## src/rtl/fpdlink_tx_serializer_if.sv

```systemverilog
// Pixel-side handshake bundle for the FPD-Link serializer: an RGB666 pixel with sync/enable,
// the VALID/READY handshake, and the pixel-rate strobe.
interface fpdlink_tx_serializer_if;
  logic [5:0] PIX_R;
  logic [5:0] PIX_G;
  logic [5:0] PIX_B;
  logic       PIX_HS;
  logic       PIX_VS;
  logic       PIX_DE;
  logic       PIX_VALID;
  logic       PIX_READY;
  logic       PIX_STB;

  modport master (
    output PIX_R, PIX_G, PIX_B, PIX_HS, PIX_VS, PIX_DE, PIX_VALID,
    input  PIX_READY, PIX_STB
  );

  modport slave (
    input  PIX_R, PIX_G, PIX_B, PIX_HS, PIX_VS, PIX_DE, PIX_VALID,
    output PIX_READY, PIX_STB
  );
endinterface

```

## src/rtl/fpdlink_tx_serializer.sv

```systemverilog
// 7:1 FPD-Link transmitter serializer: one RGB666 word every 7 fast clocks, sent as three data lanes
// plus a clock lane. A one-entry holding register absorbs pixels offered between word loads.
module fpdlink_tx_serializer #(
  parameter logic [6:0] CLK_PATTERN     = 7'b1100011,
  parameter int         UFL_CNT_W       = 8,
  parameter bit         BLANK_HOLD_SYNC = 1'b1
) (
  input  logic                     CLKI,
  input  logic                     RST,
  fpdlink_tx_serializer_if.slave   pix,
  output logic                     TX_D0,
  output logic                     TX_D1,
  output logic                     TX_D2,
  output logic                     TX_CLK,
  output logic                     UNDERFLOW,
  output logic [UFL_CNT_W-1:0]     UFL_COUNT,
  input  logic                     CLR_UFL
);

  typedef struct packed {
    logic [5:0] r;
    logic [5:0] g;
    logic [5:0] b;
    logic       hs;
    logic       vs;
    logic       de;
  } pixel_t;

  logic [2:0]           slot_reg, slot_next;
  logic                 full_reg, full_next;
  pixel_t               hold_reg, hold_next;
  logic                 last_hs_reg, last_hs_next;
  logic                 last_vs_reg, last_vs_next;
  logic                 last_de_reg, last_de_next;
  logic                 ufl_reg, ufl_next;
  logic [UFL_CNT_W-1:0] cnt_reg, cnt_next;

  logic   load;
  logic   ready;
  logic   accept;
  pixel_t in_pix;
  pixel_t blank_pix;
  pixel_t word;
  logic   insert_blank;
  logic [6:0] lane_word [4];

  assign load  = (slot_reg == 3'd6);
  assign ready = !RST && (!full_reg || load);
  assign accept = pix.PIX_VALID && ready;

  assign pix.PIX_READY = ready;
  assign pix.PIX_STB   = load && !RST;

  always_comb begin
    in_pix    = '0;
    in_pix.r  = pix.PIX_R;
    in_pix.g  = pix.PIX_G;
    in_pix.b  = pix.PIX_B;
    in_pix.hs = pix.PIX_HS;
    in_pix.vs = pix.PIX_VS;
    in_pix.de = pix.PIX_DE;

    // Blank words carry no video; sync optionally repeats the last accepted state.
    blank_pix    = '0;
    blank_pix.hs = BLANK_HOLD_SYNC ? last_hs_reg : 1'b0;
    blank_pix.vs = BLANK_HOLD_SYNC ? last_vs_reg : 1'b0;
  end

  always_comb begin
    slot_next    = load ? 3'd0 : slot_reg + 3'd1;
    full_next    = full_reg;
    hold_next    = hold_reg;
    last_hs_next = accept ? in_pix.hs : last_hs_reg;
    last_vs_next = accept ? in_pix.vs : last_vs_reg;
    last_de_next = accept ? in_pix.de : last_de_reg;
    word         = blank_pix;
    insert_blank = 1'b0;

    if (load) begin
      if (full_reg) begin
        word = hold_reg;
        if (accept) begin
          hold_next = in_pix;
        end else begin
          full_next = 1'b0;
        end
      end else if (accept) begin
        word = in_pix;
      end else begin
        insert_blank = 1'b1;
      end
    end else if (accept) begin
      hold_next = in_pix;
      full_next = 1'b1;
    end
  end

  always_comb begin
    ufl_next = ufl_reg;
    cnt_next = cnt_reg;
    // A clear wins over a same-cycle insertion, so that insertion is not counted.
    if (CLR_UFL) begin
      ufl_next = 1'b0;
      cnt_next = '0;
    end else if (insert_blank) begin
      if (cnt_reg != {UFL_CNT_W{1'b1}}) begin
        cnt_next = cnt_reg + 1'b1;
      end
      if (last_de_reg) begin
        ufl_next = 1'b1;
      end
    end
  end

  // Bit 6 of each lane word is slot 0, the first bit on the wire.
  always_comb begin
    lane_word[0] = {word.g[0], word.r};
    lane_word[1] = {word.b[1:0], word.g[5:1]};
    lane_word[2] = {word.de, word.vs, word.hs, word.b[5:2]};
    lane_word[3] = CLK_PATTERN;
  end

  genvar gi;
  generate
    for (gi = 0; gi < 4; gi++) begin : g_lane
      logic [6:0] sh_reg;
      logic [6:0] sh_next;

      always_comb begin
        sh_next = load ? lane_word[gi] : {sh_reg[5:0], 1'b0};
      end

      always_ff @(posedge CLKI) begin
        if (RST) begin
          sh_reg <= '0;
        end else begin
          sh_reg <= sh_next;
        end
      end
    end
  endgenerate

  assign TX_D0  = g_lane[0].sh_reg[6];
  assign TX_D1  = g_lane[1].sh_reg[6];
  assign TX_D2  = g_lane[2].sh_reg[6];
  assign TX_CLK = g_lane[3].sh_reg[6];

  // Reset parks the slot at 6 so the first free-running cycle is a word load.
  always_ff @(posedge CLKI) begin
    if (RST) begin
      slot_reg    <= 3'd6;
      full_reg    <= 1'b0;
      hold_reg    <= '0;
      last_hs_reg <= 1'b0;
      last_vs_reg <= 1'b0;
      last_de_reg <= 1'b0;
      ufl_reg     <= 1'b0;
      cnt_reg     <= '0;
    end else begin
      slot_reg    <= slot_next;
      full_reg    <= full_next;
      hold_reg    <= hold_next;
      last_hs_reg <= last_hs_next;
      last_vs_reg <= last_vs_next;
      last_de_reg <= last_de_next;
      ufl_reg     <= ufl_next;
      cnt_reg     <= cnt_next;
    end
  end

  assign UNDERFLOW = ufl_reg;
  assign UFL_COUNT = cnt_reg;

endmodule

```

## src/flat_wrapper.sv

```systemverilog
// flat-port wrapper written by rule: the top's interface ports become plain ports
module fpdlink_tx_serializer_flat 
#(
  parameter logic [6:0] CLK_PATTERN     = 7'b1100011,
  parameter int         UFL_CNT_W       = 8,
  parameter bit         BLANK_HOLD_SYNC = 1'b1
)
  (CLKI, RST, TX_D0, TX_D1, TX_D2, TX_CLK, UNDERFLOW, UFL_COUNT, CLR_UFL, pix_PIX_R, pix_PIX_G, pix_PIX_B, pix_PIX_HS, pix_PIX_VS, pix_PIX_DE, pix_PIX_VALID, pix_PIX_READY, pix_PIX_STB);
  fpdlink_tx_serializer_if pix_i ();
  input  logic CLKI;
  input  logic RST;
  output logic TX_D0;
  output logic TX_D1;
  output logic TX_D2;
  output logic TX_CLK;
  output logic UNDERFLOW;
  output logic [UFL_CNT_W-1:0] UFL_COUNT;
  input  logic CLR_UFL;
  input wire logic [$bits(pix_i.PIX_R)-1:0] pix_PIX_R;
  input wire logic [$bits(pix_i.PIX_G)-1:0] pix_PIX_G;
  input wire logic [$bits(pix_i.PIX_B)-1:0] pix_PIX_B;
  input wire logic [$bits(pix_i.PIX_HS)-1:0] pix_PIX_HS;
  input wire logic [$bits(pix_i.PIX_VS)-1:0] pix_PIX_VS;
  input wire logic [$bits(pix_i.PIX_DE)-1:0] pix_PIX_DE;
  input wire logic [$bits(pix_i.PIX_VALID)-1:0] pix_PIX_VALID;
  output wire logic [$bits(pix_i.PIX_READY)-1:0] pix_PIX_READY;
  output wire logic [$bits(pix_i.PIX_STB)-1:0] pix_PIX_STB;
  assign pix_i.PIX_R = pix_PIX_R;
  assign pix_i.PIX_G = pix_PIX_G;
  assign pix_i.PIX_B = pix_PIX_B;
  assign pix_i.PIX_HS = pix_PIX_HS;
  assign pix_i.PIX_VS = pix_PIX_VS;
  assign pix_i.PIX_DE = pix_PIX_DE;
  assign pix_i.PIX_VALID = pix_PIX_VALID;
  assign pix_PIX_READY = pix_i.PIX_READY;
  assign pix_PIX_STB = pix_i.PIX_STB;
  fpdlink_tx_serializer #(.CLK_PATTERN(CLK_PATTERN), .UFL_CNT_W(UFL_CNT_W), .BLANK_HOLD_SYNC(BLANK_HOLD_SYNC)) u_core (.CLKI(CLKI), .RST(RST), .pix(pix_i), .TX_D0(TX_D0), .TX_D1(TX_D1), .TX_D2(TX_D2), .TX_CLK(TX_CLK), .UNDERFLOW(UNDERFLOW), .UFL_COUNT(UFL_COUNT), .CLR_UFL(CLR_UFL));
endmodule
```

## config.mk

```make
export PLATFORM = sky130hd
export DESIGN_NAME = fpdlink_tx_serializer_flat
export DESIGN_NICKNAME = d
export VERILOG_FILES = /design/src/rtl/fpdlink_tx_serializer_if.sv /design/src/rtl/fpdlink_tx_serializer.sv /design/src/flat_wrapper.sv
export SDC_FILE = /design/constraint.sdc
export NUM_CORES = 1
export LEC_CHECK = 0
export CAP_MARGIN = 40
export CORE_ASPECT_RATIO = 1.5
export CORE_UTILIZATION = 53
export DETAILED_ROUTE_END_ITERATION = 8
export PLACE_DENSITY = 0.78
export REMOVE_ABC_BUFFERS = 1
export SYNTH_ARGS = -nofsm -noshare
export SYNTH_HDL_FRONTEND = slang
export SYNTH_SLANG_ARGS = --single-unit
```

## constraint.sdc

```tcl
create_clock -name CLKI -period 2.6 [get_ports CLKI]
set_input_delay 0.52 -clock CLKI [delete_from_list [all_inputs] [get_ports CLKI]]
set_output_delay 0.52 -clock CLKI [all_outputs]
set_load 0.02 [all_outputs]
```

After elaboration in Yosys (flattened, before gate mapping):

Index checks and enable logic that the tools add are counted.

* register bits: 65
* output and inout bits: 15
* word-level logic and storage cells: 57

* equality and inequality tests: 3
* muxes and demuxes: 17
* bitwise logic cells: 1
* reductions and logical operators: 12
* add/subtract/negate cells: 2

Operators by type and width (count)
* 21-bit two-way mux: 5
* 7-bit two-way mux: 4
* 8-bit by 1-bit adder with 8-bit output (second input constant): 1
* 8-bit != test (second input constant): 1
* 1-bit two-way mux: 7
* 2-bit OR reduction: 3
* 2-bit AND reduction: 2
* 3-bit by 1-bit adder with 3-bit output (second input constant): 1
* 3-bit equality test (second input constant): 1
* 1-bit logical AND: 3
* 3-bit two-way mux: 1
* 1-bit zero test: 2
* 2-bit by 1-bit != test with 1-bit output (second input constant): 1
* 2-bit nonzero test: 1
* 1-bit logical OR: 1
* 1-bit NOT: 1

Longest topological paths before layout:

Gate-level depths: netlist of run 1.

* word-level depth: 8
* mapped depth: 8

Worst setup path before layout of run 1:

Ideal clock, no wire load.

* path type: input port to flip-flop
* start point: input port pix_PIX_VALID
* end point: register u_core.cnt_reg[6] (netlist: u_core.UFL_COUNT[6])
* path buffers: 3
* stages on the path: 7
* data required time: 2.530 ns
* slack: 0.610 ns
* setup time: 0.070 ns
* arrival time: 1.920 ns
* cell sequence: buf_6 nor2b_4 buf_6 or3_1 buf_2 or4_1 a21oi_1

* longest elaborated chain between the ends: 5

RTL lines
* from (decl): RTL line flat_wrapper.sv:25 `input wire logic [$bits(pix_i.PIX_VALID)-1:0] pix_PIX_VALID;`
* 1-bit logical AND: RTL line fpdlink_tx_serializer.sv:49 `assign accept = pix.PIX_VALID && ready;`
* 1-bit two-way mux: RTL line fpdlink_tx_serializer.sv:87 `end else if (accept) begin`
* 1-bit two-way mux: RTL line fpdlink_tx_serializer.sv:80 `if (full_reg) begin`
* 1-bit two-way mux: RTL line fpdlink_tx_serializer.sv:79 `if (load) begin`
* 2-bit AND reduction (no source line)
* to (signal assigned): RTL line fpdlink_tx_serializer.sv:167 `cnt_reg <= cnt_next;`
* to (decl): RTL line fpdlink_tx_serializer.sv:36 `logic [UFL_CNT_W-1:0] cnt_reg, cnt_next;`

Every way passes these cells.
A chain may end at the register's enable or synchronous reset.

Worst setup path after layout of run 1:

* start point: register u_core.slot_reg[2]
* end point: output port pix_PIX_STB

* longest elaborated chain between the ends: 2

RTL lines
* from (decl): RTL line fpdlink_tx_serializer.sv:29 `logic [2:0] slot_reg, slot_next;`
* from (signal assigned): RTL line fpdlink_tx_serializer.sv:160 `slot_reg <= slot_next;`
* 3-bit equality test: RTL line fpdlink_tx_serializer.sv:47 `assign load = (slot_reg == 3'd6);`
* 1-bit logical AND: RTL line fpdlink_tx_serializer.sv:52 `assign pix.PIX_STB = load && !RST;`
* to (decl): RTL line flat_wrapper.sv:27 `output wire logic [$bits(pix_i.PIX_STB)-1:0] pix_PIX_STB;`

Every way passes these cells.

==> flow_summary_export.csv, run 1 <==
group,metric,value,unit
cells_and_area,antenna_cells,0,
global_routing,grt_first_pass_wirelength,10200,um
pwr,vdd_drop_max,419,uV
clocking,cts_resized,0,
placed_design,dpl.hpwl,3810,um
yosys,synth_edf_count,0,
pwr,netSwitchingFraction,0.267,
yosys,ys_seq_elements,65,
yosys,synthCells,305,
sta,finalWorstSetupSlack,0.181,ns
clocking,cts_hold_buffers,0,
worst_setup_path,startpoint,"u_core.slot_reg[2]",
hold_path,min-delay-start,"u_core.g_lane[3].sh_reg[1]",
cells_and_area,drive_gt1_frac,0.160,
yosys,yosys.area.top_type,"dfxtp_1",
yosys,ys_top_cells_by_area,"dfxtp_1, a31o_2, a211oi_1, a221oi_1, nor2_1",
cells_and_area,area_growth,25.2,%
drt,routed_via_density,5.75,
global_routing,grt_pass1_vias,2314,
hold_path,hp-class,"reg2reg",
sta,rsz0062_at_grt,"false",
clocking,cts_tree,"built",
pwr,p_clk_frac,0.395,
drt,dr.pass1.iters,4,
cells_and_area,nNetsFinal,365,
pwr,p_int,1.92,mW
floorplan,die_area,5420,sq um
yosys,ys_warn_count,0,
clocking,clock_path_buffers,2,
pwr,power_per_cell_area,770,nW/um^2
yosys,avgSynthCellArea,8.91,sq um
global_routing,grt_max_degree,43,
yosys,synth.most_common_cell,"dfxtp_1",
worst_setup_path,worstReg2RegStart,"u_core.slot_reg[0]",
sta,drv_slew,0,
floorplan,pin_count,40,
sta,finClkSkew,0.00594,ns
worst_setup_path,crit_path_max_fanout,5,
yosys,synth_top_area_share,0.479,
drt,drc,0,
yosys,yosysSeqAreaShare,0.479,
clocking,numCtsBuffers,9,
placed_design,port_buffers,39,
sta,setup_viol,0,
yosys,ys_async_sr_fraction,0,
worst_setup_path,path_class,"reg2out",
floorplan,initial_core_util,0.556,
drt,ant_nets,0,
sta,hold_viol,0,
placed_design,place.gp.congestion,0.792,
sta,timing.final.crit_share,0.930,
yosys,ys.flop_type,"dfxtp_1",
worst_setup_path,worstSetupEndpointType,"output pin",
floorplan,die_width,60.5,um
sta,fin_crit,2.42,ns
worst_setup_path,cp-start-kind,"register",
clocking,cts_root_buffer,"clkbuf_8",
pwr,p_comb_frac,0.174,
drt,wirelength,6050,um
clocking,clock_sinks,65,
sta,max_freq,413,MHz
global_routing,antenna_found_initial,0,
sta,worst_slew_pin_slew,0.556,ns
worst_setup_path,critical_path_required,2.08,ns
cells_and_area,largest_register_ffs,28,
sta,slew_headroom,0.626,
cells_and_area,ff_latch_area,1300,sq um
clocking,clock_latency,0.33,ns
yosys,syn_area,2720,sq um
global_routing,globalRouteTotalUtil,0.246,
floorplan,rows,31,
floorplan,die_y,89.7,um
worst_setup_path,critical_path_arrival,1.90,ns
drt,num_vias,2357,
global_routing,overflow,0,
yosys,ys_types,41,
clocking,cts_setup_buffers,0,
pwr,p_leak,1.27,nW
drt,wl_per_cell,14.8,um
clocking,cts.htree.levels,3,
cells_and_area,fill_cells,416,
placed_design,pre_cts_slack,0.343,ns
outcome,status,"complete, no violations",
cells_and_area,multiInputGateArea,1200,sq um
yosys,synth_common_cells,"dfxtp_1, nor2_1, inv_1",
floorplan,core-area,4890,sq um
drt,drtIter0Drc,106,
pwr,p_switching,0.699,mW
cells_and_area,final_util,0.696,
job,max-cap-violations,0,
pwr,power_frac_seq,0.432,
sta,fin_tns_setup,0,ns
clocking,clk_pin_slew_worst_paths,0.07,ns
==> power by group through the flow <==
stage,Sequential [mW],Clock (mW),Combinational [mW]
2_1_floorplan,1.16,0,0.251
3_3_place_gp,1.15,0,0.445
3_5_place_dp,1.15,0,0.454
4_1_cts,1.13,1.05,0.458
5_1_grt,1.14,1.09,0.506
6_report,1.13,1.03,0.455
==> worst paths after layout <==
check	end	slack (ns)	cells past startpoint
min reg2reg	u_core.g_lane[3].sh_reg[2]	0.43	1
max reg2reg	u_core.UFL_COUNT[6]	0.61	5
min	u_core.g_lane[3].sh_reg[2]	0.43	1
max	pix_PIX_STB	0.18	4
==> metrics by stage <==
| stage | cells | cell area (sq um) | hold WS, ns | power (mW) |
|---|---|---|---|---|
| 2_1_floorplan | 276 | 2590 | 0.406 | 1.42 |
| 3_3_place_gp | 394 | 3160 | 0.410 | 1.59 |
| 3_5_place_dp | 394 | 3160 | 0.416 | 1.61 |
| 4_1_cts | 410 | 3400 | 0.431 | 2.63 |
| 5_1_grt | 410 | 3400 | 0.455 | 2.74 |
| 6_report | 410 | 3400 | 0.427 | 2.62 |
==> final cells by class <==
class | count | area share
Clock buffer | 9 | 0.0364
Inverter | 24 | 0.0265
Clock inverter | 7 | 0.0349
Timing Repair Buffer | 52 | 0.142
Tap cell | 66 | 0.0243
Multi-Input combinational cell | 187 | 0.353
Sequential cell | 65 | 0.382
==> logic make-up (layout without fill, tap and decap cells) <==
group                    Yosys count  count (layout)  synth area share
buffers and inverters             53              92            0.0815
flip-flops                        65              65             0.479
adder cells (fa/ha/maj)            1               1           0.00460
AND/OR/NAND/NOR                   87              87             0.160
XOR/XNOR                           1               1           0.00322
multiplexers                       5               5            0.0193
AO/OA/AOI/OAI                     93              93             0.252
==> worst max-delay path, stage by stage, from the launching register on <==
cell and delay [ns]:
dfxtp_1 0.43, and3b_1 0.29, nand2b_1 0.15, inv_1 0.10, clkdlybuf4s50_1 0.60
==> layout by cell type, fill, tap and decap left out, types with 3 or more instances in the layout <==
cell type	synthesis	routed
dfxtp_1	65	65
clkdlybuf4s50_1	0	38
nor2_1	36	36
inv_1	24	24
a211oi_1	21	21
a31o_2	19	19
nor3_1	19	19
a21oi_1	18	18
a221oi_1	16	16
buf_4	1	13
nand2_1	10	10
clkbuf_8	0	9
o21ai_0	6	6
a31o_1	3	3
and2_1	3	3
nand3_1	3	3
mux2i_1	3	3
or3_1	3	3
bufinv_16	0	3
==> per-layer routing <==
metal | vias to the layer above | wire length [um] | track usage
met4 | 0 | 94 | 0.106
met5 | - | 0 | 0
met2 | 51 | 3210 | 0.436
li1 | 1165 | - | -
met1 | 1132 | 2530 | 0.269
met3 | 9 | 215 | 0.0489
No activity file was read; power rests on OpenSTA's default activity.
==> run 2: changes to the inputs <==
--- a/config.mk
+++ b/config.mk
@@ -7,9 +7,10 @@
 export LEC_CHECK = 0
 export CAP_MARGIN = 40
 export CORE_ASPECT_RATIO = 1.5
-export CORE_UTILIZATION = 53
+export CORE_UTILIZATION = 60
 export DETAILED_ROUTE_END_ITERATION = 8
-export PLACE_DENSITY = 0.78
+export DONT_BUFFER_PORTS = 1
+export PLACE_DENSITY = 0.76
 export REMOVE_ABC_BUFFERS = 1
 export SYNTH_ARGS = -nofsm -noshare
 export SYNTH_HDL_FRONTEND = slang
==> flow_summary_export.csv, run 2 (same netlist as run 1, synthesis figures left out) <==
group,metric,value,unit
outcome,status,"complete, but fails checks",
outcome,violations,"design-rule violations",
sta,rsz0062_at_grt,"false",
clocking,cts.htree.levels,3,
worst_setup_path,worst-r2r-setup-slack,0.66,ns
cells_and_area,nNetsFinal,322,
cells_and_area,mostFrequentLayoutCell,"dfxtp_1",
worst_setup_path,critical_path_arrival,1.54,ns
worst_setup_path,path_class,"reg2out",
global_routing,met2_usage,0.427,
worst_setup_path,critical_path_required,2.08,ns
worst_setup_path,worstSetupEndpointType,"output pin",
drt,routed_via_density,6.22,
sta,fin_crit,2.06,ns
floorplan,rows,29,
worst_setup_path,crit_path_max_fanout,26,
placed_design,dp.cells,331,
cells_and_area,fill_cells,366,
global_routing,globalRouteTotalUtil,0.257,
global_routing,antenna_found_initial,0,
sta,slew_headroom,0.470,
sta,worst_slew_pin_slew,0.791,ns
pwr,p_leak,1.08,nW
placed_design,dpl.hpwl,3560,um
cells_and_area,fin_area,2910,sq um
worst_setup_path,cp-start-kind,"register",
worst_setup_path,slowest_stage,"dfxtp_1",
floorplan,core-area,4280,sq um
worst_setup_path,crit_buf_inv,1,
worst_setup_path,cp_top_family,"flip-flops",
job,max-cap-violations,0,
floorplan,pin_count,40,
worst_setup_path,path_cells,"nand3b_4 -> buf_4 -> a21oi_1",
clocking,cts_resized,0,
pwr,power_per_cell_area,782,nW/um^2
sta,drv_slew,0,
cells_and_area,fin_cells,347,
drt,ant_nets,0,
sta,timing.final.crit_share,0.792,
pwr,vdd_drop_max,360,uV
global_routing,grt_max_degree,56,
sta,hold_viol,0,
drt,drc,6,
sta,setup_viol,0,
clocking,cts_hold_buffers,0,
sta,hold_ws,0.255,ns
global_routing,grt_util_met1,0.292,
cells_and_area,area_growth,7.18,%
drt,dr.pass1.iters,6,
placed_design,place.gp.congestion,0.780,
placed_design,port_buffers,0,
clocking,clock_path_buffers,2,
clocking,cts_setup_buffers,0,
hold_path,hp-class,"in2reg",
global_routing,met3_usage,0.0801,
global_routing,grt_first_pass_wirelength,9450,um
floorplan,initial_core_util,0.635,
drt,num_vias,2158,
clocking,clock_sinks,65,
worst_setup_path,max_stage_delay,0.44,ns
cells_and_area,final_cell_mix,"dfxtp_1, nor2_1, inv_1",
cells_and_area,largest_register_ffs,28,
clocking,cts_root_buffer,"clkbuf_8",
sta,fin_tns_setup,0,ns
global_routing,overflow,0,
clocking,clock_latency,0.34,ns
placed_design,placed_area,2730,sq um
floorplan,die_area,4810,sq um
drt,wirelength,5650,um
global_routing,grt_pass1_vias,2040,
floorplan,die_width,57.0,um
cells_and_area,drive_gt1_frac,0.166,
global_routing,top_usage_layer,"met2",
floorplan,die_y,84.4,um
pwr,total_power,2.28,mW
clocking,cts_tree,"built",
clocking,numCtsBuffers,9,
drt,wl_per_cell,16.3,um
sta,finClkSkew,0.00514,ns
sta,max_freq,485,MHz
clocking,clk_pin_slew_worst_paths,0.07,ns
drt,drtIter0Drc,101,
cells_and_area,antenna_cells,0,
run 2: through the flow:
stage,utilization,setup WS (ns)
floorplan,-,-0.463
global placement,0.638,0.695
detailed placement,0.638,0.677
CTS,0.680,0.535
global route,0.680,0.476
finish,0.680,0.540
run 2: final cells by class:
type / count / area, sq um / area share
multi-input combinational: 187 / 1200 / 0.413
tap: 46 / 57.6 / 0.0198
timing repair buffer: 9 / 80.1 / 0.0275
inverter: 24 / 90.1 / 0.0309
clock inverter: 5 / 30.0 / 0.0103
clock buffer: 11 / 151 / 0.0520
sequential: 65 / 1300 / 0.447
run 2: layer usage:
metal,up-vias,share of wire
li1,1082,-
met1,1013,0.41
met2,51,0.51
met3,12,0.058
met4,0,0.022
met5,-,0
run 2: final timing paths:
kind | start | endpoint | depth (start not counted)
max | u_core.slot_reg[2] | pix_PIX_READY | 3
min | RST | u_core.g_lane[1].sh_reg[6] | 1
max reg2reg | u_core.slot_reg[0] | u_core.hold_reg[13] | 5
min reg2reg | u_core.g_lane[3].sh_reg[3] | u_core.g_lane[3].sh_reg[4] | 1
run 2: power breakdown:
part	leakage [nW]	switching, mW	internal (mW)
combinational	0.459	0.210	0.150
sequential	0.533	0.0594	1.09
clock	0.0911	0.376	0.392
total	1.08	0.646	1.63
==> run 3: changes to the inputs <==
==> constraint.sdc (replaced) <==
create_clock -name CLKI -period 2 [get_ports CLKI]
set_input_delay 0.4 -clock CLKI [delete_from_list [all_inputs] [get_ports CLKI]]
set_output_delay 0.4 -clock CLKI [all_outputs]
set_load 0.02 [all_outputs]
==> flow_summary_export.csv, run 3 (same netlist as run 1, synthesis figures left out) <==
group,metric,value,unit
hold_path,hp-class,"in2reg",
clocking,numCtsBuffers,9,
sta,hold_viol,0,
sta,fin_tns_setup,0,ns
pwr,netSwitchingFraction,0.263,
worst_setup_path,worst-r2r-setup-slack,0.17,ns
placed_design,pre_cts_slack,0.203,ns
placed_design,dpl.hpwl,3660,um
drt,dr_wl_met2,3040,um
sta,finClkSkew,0.00575,ns
clocking,clock_path_buffers,2,
floorplan,die_width,57.0,um
sta,max_freq,530,MHz
floorplan,die_area,4810,sq um
cells_and_area,fin_area,2980,sq um
clocking,cts.htree.levels,3,
pwr,p_switching,0.848,mW
job,max-cap-violations,0,
drt,wl_met3,357,um
floorplan,pin_count,40,
floorplan,initial_core_util,0.635,
sta,slew_headroom,0.599,
sta,rsz0062_at_grt,"false",
global_routing,grt_first_pass_wirelength,10100,um
sta,setup_viol,0,
sta,drv_slew,0,
drt,routed_via_density,6.28,
global_routing,globalRouteTotalUtil,0.269,
hold_path,min_to,"u_core.g_lane[2].sh_reg[5]",
worst_setup_path,worstSetupEndpointType,"output pin",
clocking,clk_pin_slew_worst_paths,0.07,ns
outcome,violations,"design-rule violations",
sta,hold_ws,0.132,ns
clocking,cts_tree,"built",
clocking,clock_sinks,65,
placed_design,place.gp.congestion,0.757,
drt,wl_per_cell,17.0,um
global_routing,grt_max_degree,56,
cells_and_area,largest_register_ffs,28,
floorplan,core-area,4280,sq um
sta,fin_crit,1.89,ns
worst_setup_path,rr_worst_depth,5,
worst_setup_path,critical_path_arrival,1.49,ns
drt,dr.pass1.iters,6,
drt,m1WireLength,2370,um
worst_setup_path,cp-start-kind,"register",
drt,drtIter0Drc,98,
hold_path,whs_path_depth,1,
cells_and_area,fin_cells,348,
cells_and_area,final_util,0.697,
cells_and_area,fill_cells,363,
cells_and_area,nNetsFinal,323,
cells_and_area,drive_gt1_frac,0.185,
global_routing,grt_pass1_vias,2186,
drt,top_layer_used,"met4",
drt,drc,6,
cells_and_area,area_growth,9.76,%
sta,finalWorstSetupSlack,0.114,ns
drt,ant_nets,0,
pwr,total_power,3.23,mW
global_routing,antenna_found_initial,0,
sta,worst_slew_pin_slew,0.599,ns
pwr,power_frac_seq,0.461,
clocking,cts_root_buffer,"clkbuf_8",
cells_and_area,antenna_cells,0,
outcome,status,"complete, but fails checks",
cells_and_area,mostFrequentLayoutCell,"dfxtp_1",
drt,num_vias,2184,
floorplan,rows,29,
cells_and_area,final_cell_mix,"dfxtp_1, nor2_1, inv_1",
pwr,power_per_cell_area,1080,nW/um^2
worst_setup_path,regToRegEndpoint,"u_core.hold_reg[8]",
floorplan,die_y,84.4,um
clocking,clock_latency,0.33,ns
pwr,p_comb_frac,0.148,
placed_design,port_buffers,0,
pwr,p_int,2.38,mW
placed_design,placed_area,2740,sq um
hold_path,min-delay-start,"RST",
pwr,p_leak,1.11,nW
clocking,cts_hold_buffers,0,
worst_setup_path,critical_path_required,1.60,ns
pwr,vdd_drop_max,752,uV
drt,wirelength,5910,um
worst_setup_path,worstReg2RegStart,"u_core.slot_reg[0]",
global_routing,overflow,0,
placed_design,dp.cells,332,
sta,timing.final.crit_share,0.943,
worst_setup_path,path_class,"reg2out",
pwr,p_clk_frac,0.391,
worst_setup_path,crit_path_max_fanout,22,
-- run 3: power groups by stage --
stage | Sequential [mW] | Combinational [mW] | Clock, mW
floorplan | 1.51 | 0.327 | 0
global placement | 1.51 | 0.455 | 0
detailed placement | 1.52 | 0.469 | 0
CTS | 1.49 | 0.476 | 1.28
global route | 1.50 | 0.536 | 1.34
finish | 1.49 | 0.478 | 1.26
-- run 3: area by class of cell --
class | instances | area (sq um) | share of cell area
clock inverters | 5 | 77.6 | 0.0260
flip-flops and latches | 65 | 1300 | 0.437
well taps | 46 | 57.6 | 0.0193
multi-input cells | 187 | 1210 | 0.405
inverters | 24 | 90.1 | 0.0302
clock buffers | 11 | 151 | 0.0508
repair buffers | 10 | 95.1 | 0.0319
-- run 3: worst max-delay path by stage --
stage | end | cells after the start | slack, ns | startpoint
2_1_floorplan | u_core.hold_reg[0] | 4 | -1.06 | u_core.slot_reg[0]
3_3_place_gp | pix_PIX_STB | 4 | 0.25 | u_core.slot_reg[2]
3_5_place_dp | u_core.hold_reg[8] | 5 | 0.20 | u_core.slot_reg[0]
4_1_cts | pix_PIX_STB | 4 | 0.02 | u_core.slot_reg[1]
5_1_grt | pix_PIX_STB | 4 | 0.03 | u_core.slot_reg[0]
6_report | pix_PIX_STB | 4 | 0.11 | u_core.slot_reg[0]
-- run 3: what timing repair did --
action / 4_1_cts / 5_1_grt
setup buffers: 0 / 0
setup endpoints to repair: 1 / 2
pin swaps: 0 / 0
resized for setup: 3 / 4
-- run 3: routing by layer --
layer | vias up | track usage
met5 | - | 0
met4 | 0 | 0.131
met3 | 12 | 0.0847
met2 | 64 | 0.451
met1 | 1024 | 0.304
li1 | 1084 | -
-- run 3: critical path, cell delays in order (launching register included) --
cell and delay (ns):
dfxtp_1 0.35, and3b_2 0.30, buf_8 0.19, nand2b_1 0.17, inv_2 0.14
==> RTL edit (flow settings as in run 2) <==
`UFL_CNT_W` is set to 8 in 2 places; all go to 6.
--- a/src/rtl/fpdlink_tx_serializer.sv
+++ b/src/rtl/fpdlink_tx_serializer.sv
@@ -3,5 +3,5 @@
 module fpdlink_tx_serializer #(
   parameter logic [6:0] CLK_PATTERN     = 7'b1100011,
-  parameter int         UFL_CNT_W       = 8,
+  parameter int         UFL_CNT_W       = 6,
   parameter bit         BLANK_HOLD_SYNC = 1'b1
 ) (
--- a/src/flat_wrapper.sv
+++ b/src/flat_wrapper.sv
@@ -3,5 +3,5 @@
 #(
   parameter logic [6:0] CLK_PATTERN     = 7'b1100011,
-  parameter int         UFL_CNT_W       = 8,
+  parameter int         UFL_CNT_W       = 6,
   parameter bit         BLANK_HOLD_SYNC = 1'b1
 )
Interface: changed (resized UFL_COUNT); port bits go from 40 to 38. The function was not compared with the original's and may differ.
==> RTL edit against run 2 <==
- the flow still finishes with violations (DRC)
- routed wire length down 3.7%
- sequential cell count down 2
- worst hold slack about the same
- register-to-register slack improved by 0.02 ns
- global-route usage shrank 1.2 points
- setup slack got worse by 0.22 ns
- cell area is 1.4% higher
- largest power group unchanged
- power grew 6.5%
- area after synthesis increased by 3.0%
==> RTL edit: results (changes against run 2) <==
| Metric | Value |
|---|---|
| Status | `finished with violations (unchanged)` |
| Failing checks | `DRC (unchanged)` |
| Synth Instances | `290 (was 305)` |
| Pre-CTS WS | `0.645 ns (was 0.677 ns)` |
| Largest net degree at the start of global routing | `57 (was 56)` |
| Layout cell share with drive strength beyond 1 | `18.7% (was 16.6%)` |
| DRT iter0 DRCs | `53 (was 101)` |
| Layout Nets | `304 (was 322)` |
| Met2 Use GR | `41.3% (was 42.7%)` |
| Ranking of synthesized cells by area | `dfxtp_1, a211oi_2, a31o_1 (was dfxtp_1, a31o_2, a211oi_1)` |
| Critical Path Fanout Max | `13 (was 26)` |
| Dpl cells | `315 (was 331)` |
| Static Leak | `1.09 nW (was 1.08 nW)` |
| Worst-Margin Slew | `0.557 ns (was 0.791 ns)` |
| Worst IR Drop VDD | `0.000527 V (was 0.000360 V)` |
| TritonCTS buffer count | `9 (unchanged)` |
| CTS H-tree lvls | `3 (unchanged)` |
| Met3 usage | `6.64% (was 8.01%)` |
| Number of remaining DRC errors | `4 (was 6)` |
| Largest register FFs | `28 (unchanged)` |
| Post-synth top cells | `dfxtp_1, nor2_1, inv_1 (unchanged)` |
| First-pass GRT wire length | `9.17 mm (was 9.45 mm)` |
| Clock-pin slew on the worst setup and hold paths | `0.07 ns (about the same)` |
| GPL Wtd Cong | `0.681 (was 0.780)` |
| Crit path max-delay family | `simple AND/OR/NAND/NOR gates (was flip-flops)` |
| First-pass detailed-route iteration total | `7 (was 6)` |
| CP peak stage delay | `0.55 ns (was 0.44 ns)` |
| Resize count post-CTS | `0 (unchanged)` |
| Worst EP arrival | `1.76 ns (was 1.54 ns)` |
| DP Area | `2740 um^2 (was 2730 um^2)` |
| Total GRT Usage | `24.5% (was 25.7%)` |
| Vias in the first global route | `1977 (was 2040)` |
| Post-DP HPWL | `3.50 mm (was 3.56 mm)` |
| Sequential cell area fraction in the yosys report | `45.0% (was 47.9%)` |
| Port buffer count | `0 (unchanged)` |
| Routed len/inst | `16.4 um (was 16.3 um)` |
| Vias per cell | `6.23 (was 6.22)` |
| N_diodes | `0 (unchanged)` |
| Drt total wl | `5.44 mm (was 5.65 mm)` |
| Max Clock Skew | `0.00415 ns (was 0.00514 ns)` |
| Library cells used by synthesis | `39 (was 41)` |
| Slowest library cell on the worst path | `and3b_1 (was dfxtp_1)` |
| GR met1 Demand/Resource | `27.5% (was 29.2%)` |
==> RTL edit: kinds of logic (layout without fill, tap and decap cells) <==
group / after synthesis / after routing / synth area share (%)
AND/OR/NAND/NOR: 85 / 85 / 15.2
AO/OA/AOI/OAI: 80 / 80 / 26.2
flip-flops: 63 / 63 / 45.0
buffers and inverters: 52 / 45 / 9.25
multiplexers: 7 / 7 / 2.59
XOR/XNOR: 2 / 2 / 1.30
adder cells (fa/ha/maj): 1 / 1 / 0.447
==> RTL edit: routing by layer <==
layer,part of all wire (%),wire length [um]
met1,40,2180
met3,4.6,252
met4,2.4,133
met2,53,2880
met5,0,0
==> RTL edit: worst paths after layout <==
path	startpoint	to	slack (ns)
setup / recovery	u_core.slot_reg[2]$_SDFF_PP1_	pix_PIX_STB	0.32
hold / removal	RST	u_core.g_lane[3].sh_reg[6]$_SDFF_PP0_	0.25
setup reg to reg	u_core.slot_reg[2]$_SDFF_PP1_	u_core.hold_reg[0]$_SDFFE_PP0P_	0.68
hold reg to reg	u_core.g_lane[3].sh_reg[3]$_SDFF_PP0_	u_core.g_lane[3].sh_reg[4]$_SDFF_PP0_	0.43
==> RTL edit: layout make-up <==
type | count | area, um^2
repair buffers | 5 | 50.0
flip-flops and latches | 63 | 1260
inverters | 24 | 90.1
multi-input cells | 175 | 1280
clock buffers | 9 | 124
well taps | 48 | 60.1
fillers | 350 | 1550
clock inverters | 7 | 87.6
==> RTL edit: power by group <==
group          leakage, nW  internal [mW]  switching [mW]
clock network        0.109          0.532           0.380
logic                0.466          0.158           0.237
registers            0.517           1.06          0.0597
total                 1.09           1.75           0.676
==> RTL edit: worst register-to-register path: stages, from the launching register on <==
cell      delay (ns)
dfxtp_1         0.43
and3b_1         0.55
xnor2_4         0.28
buf_12          0.27
a211oi_2        0.11
a31o_1          0.18
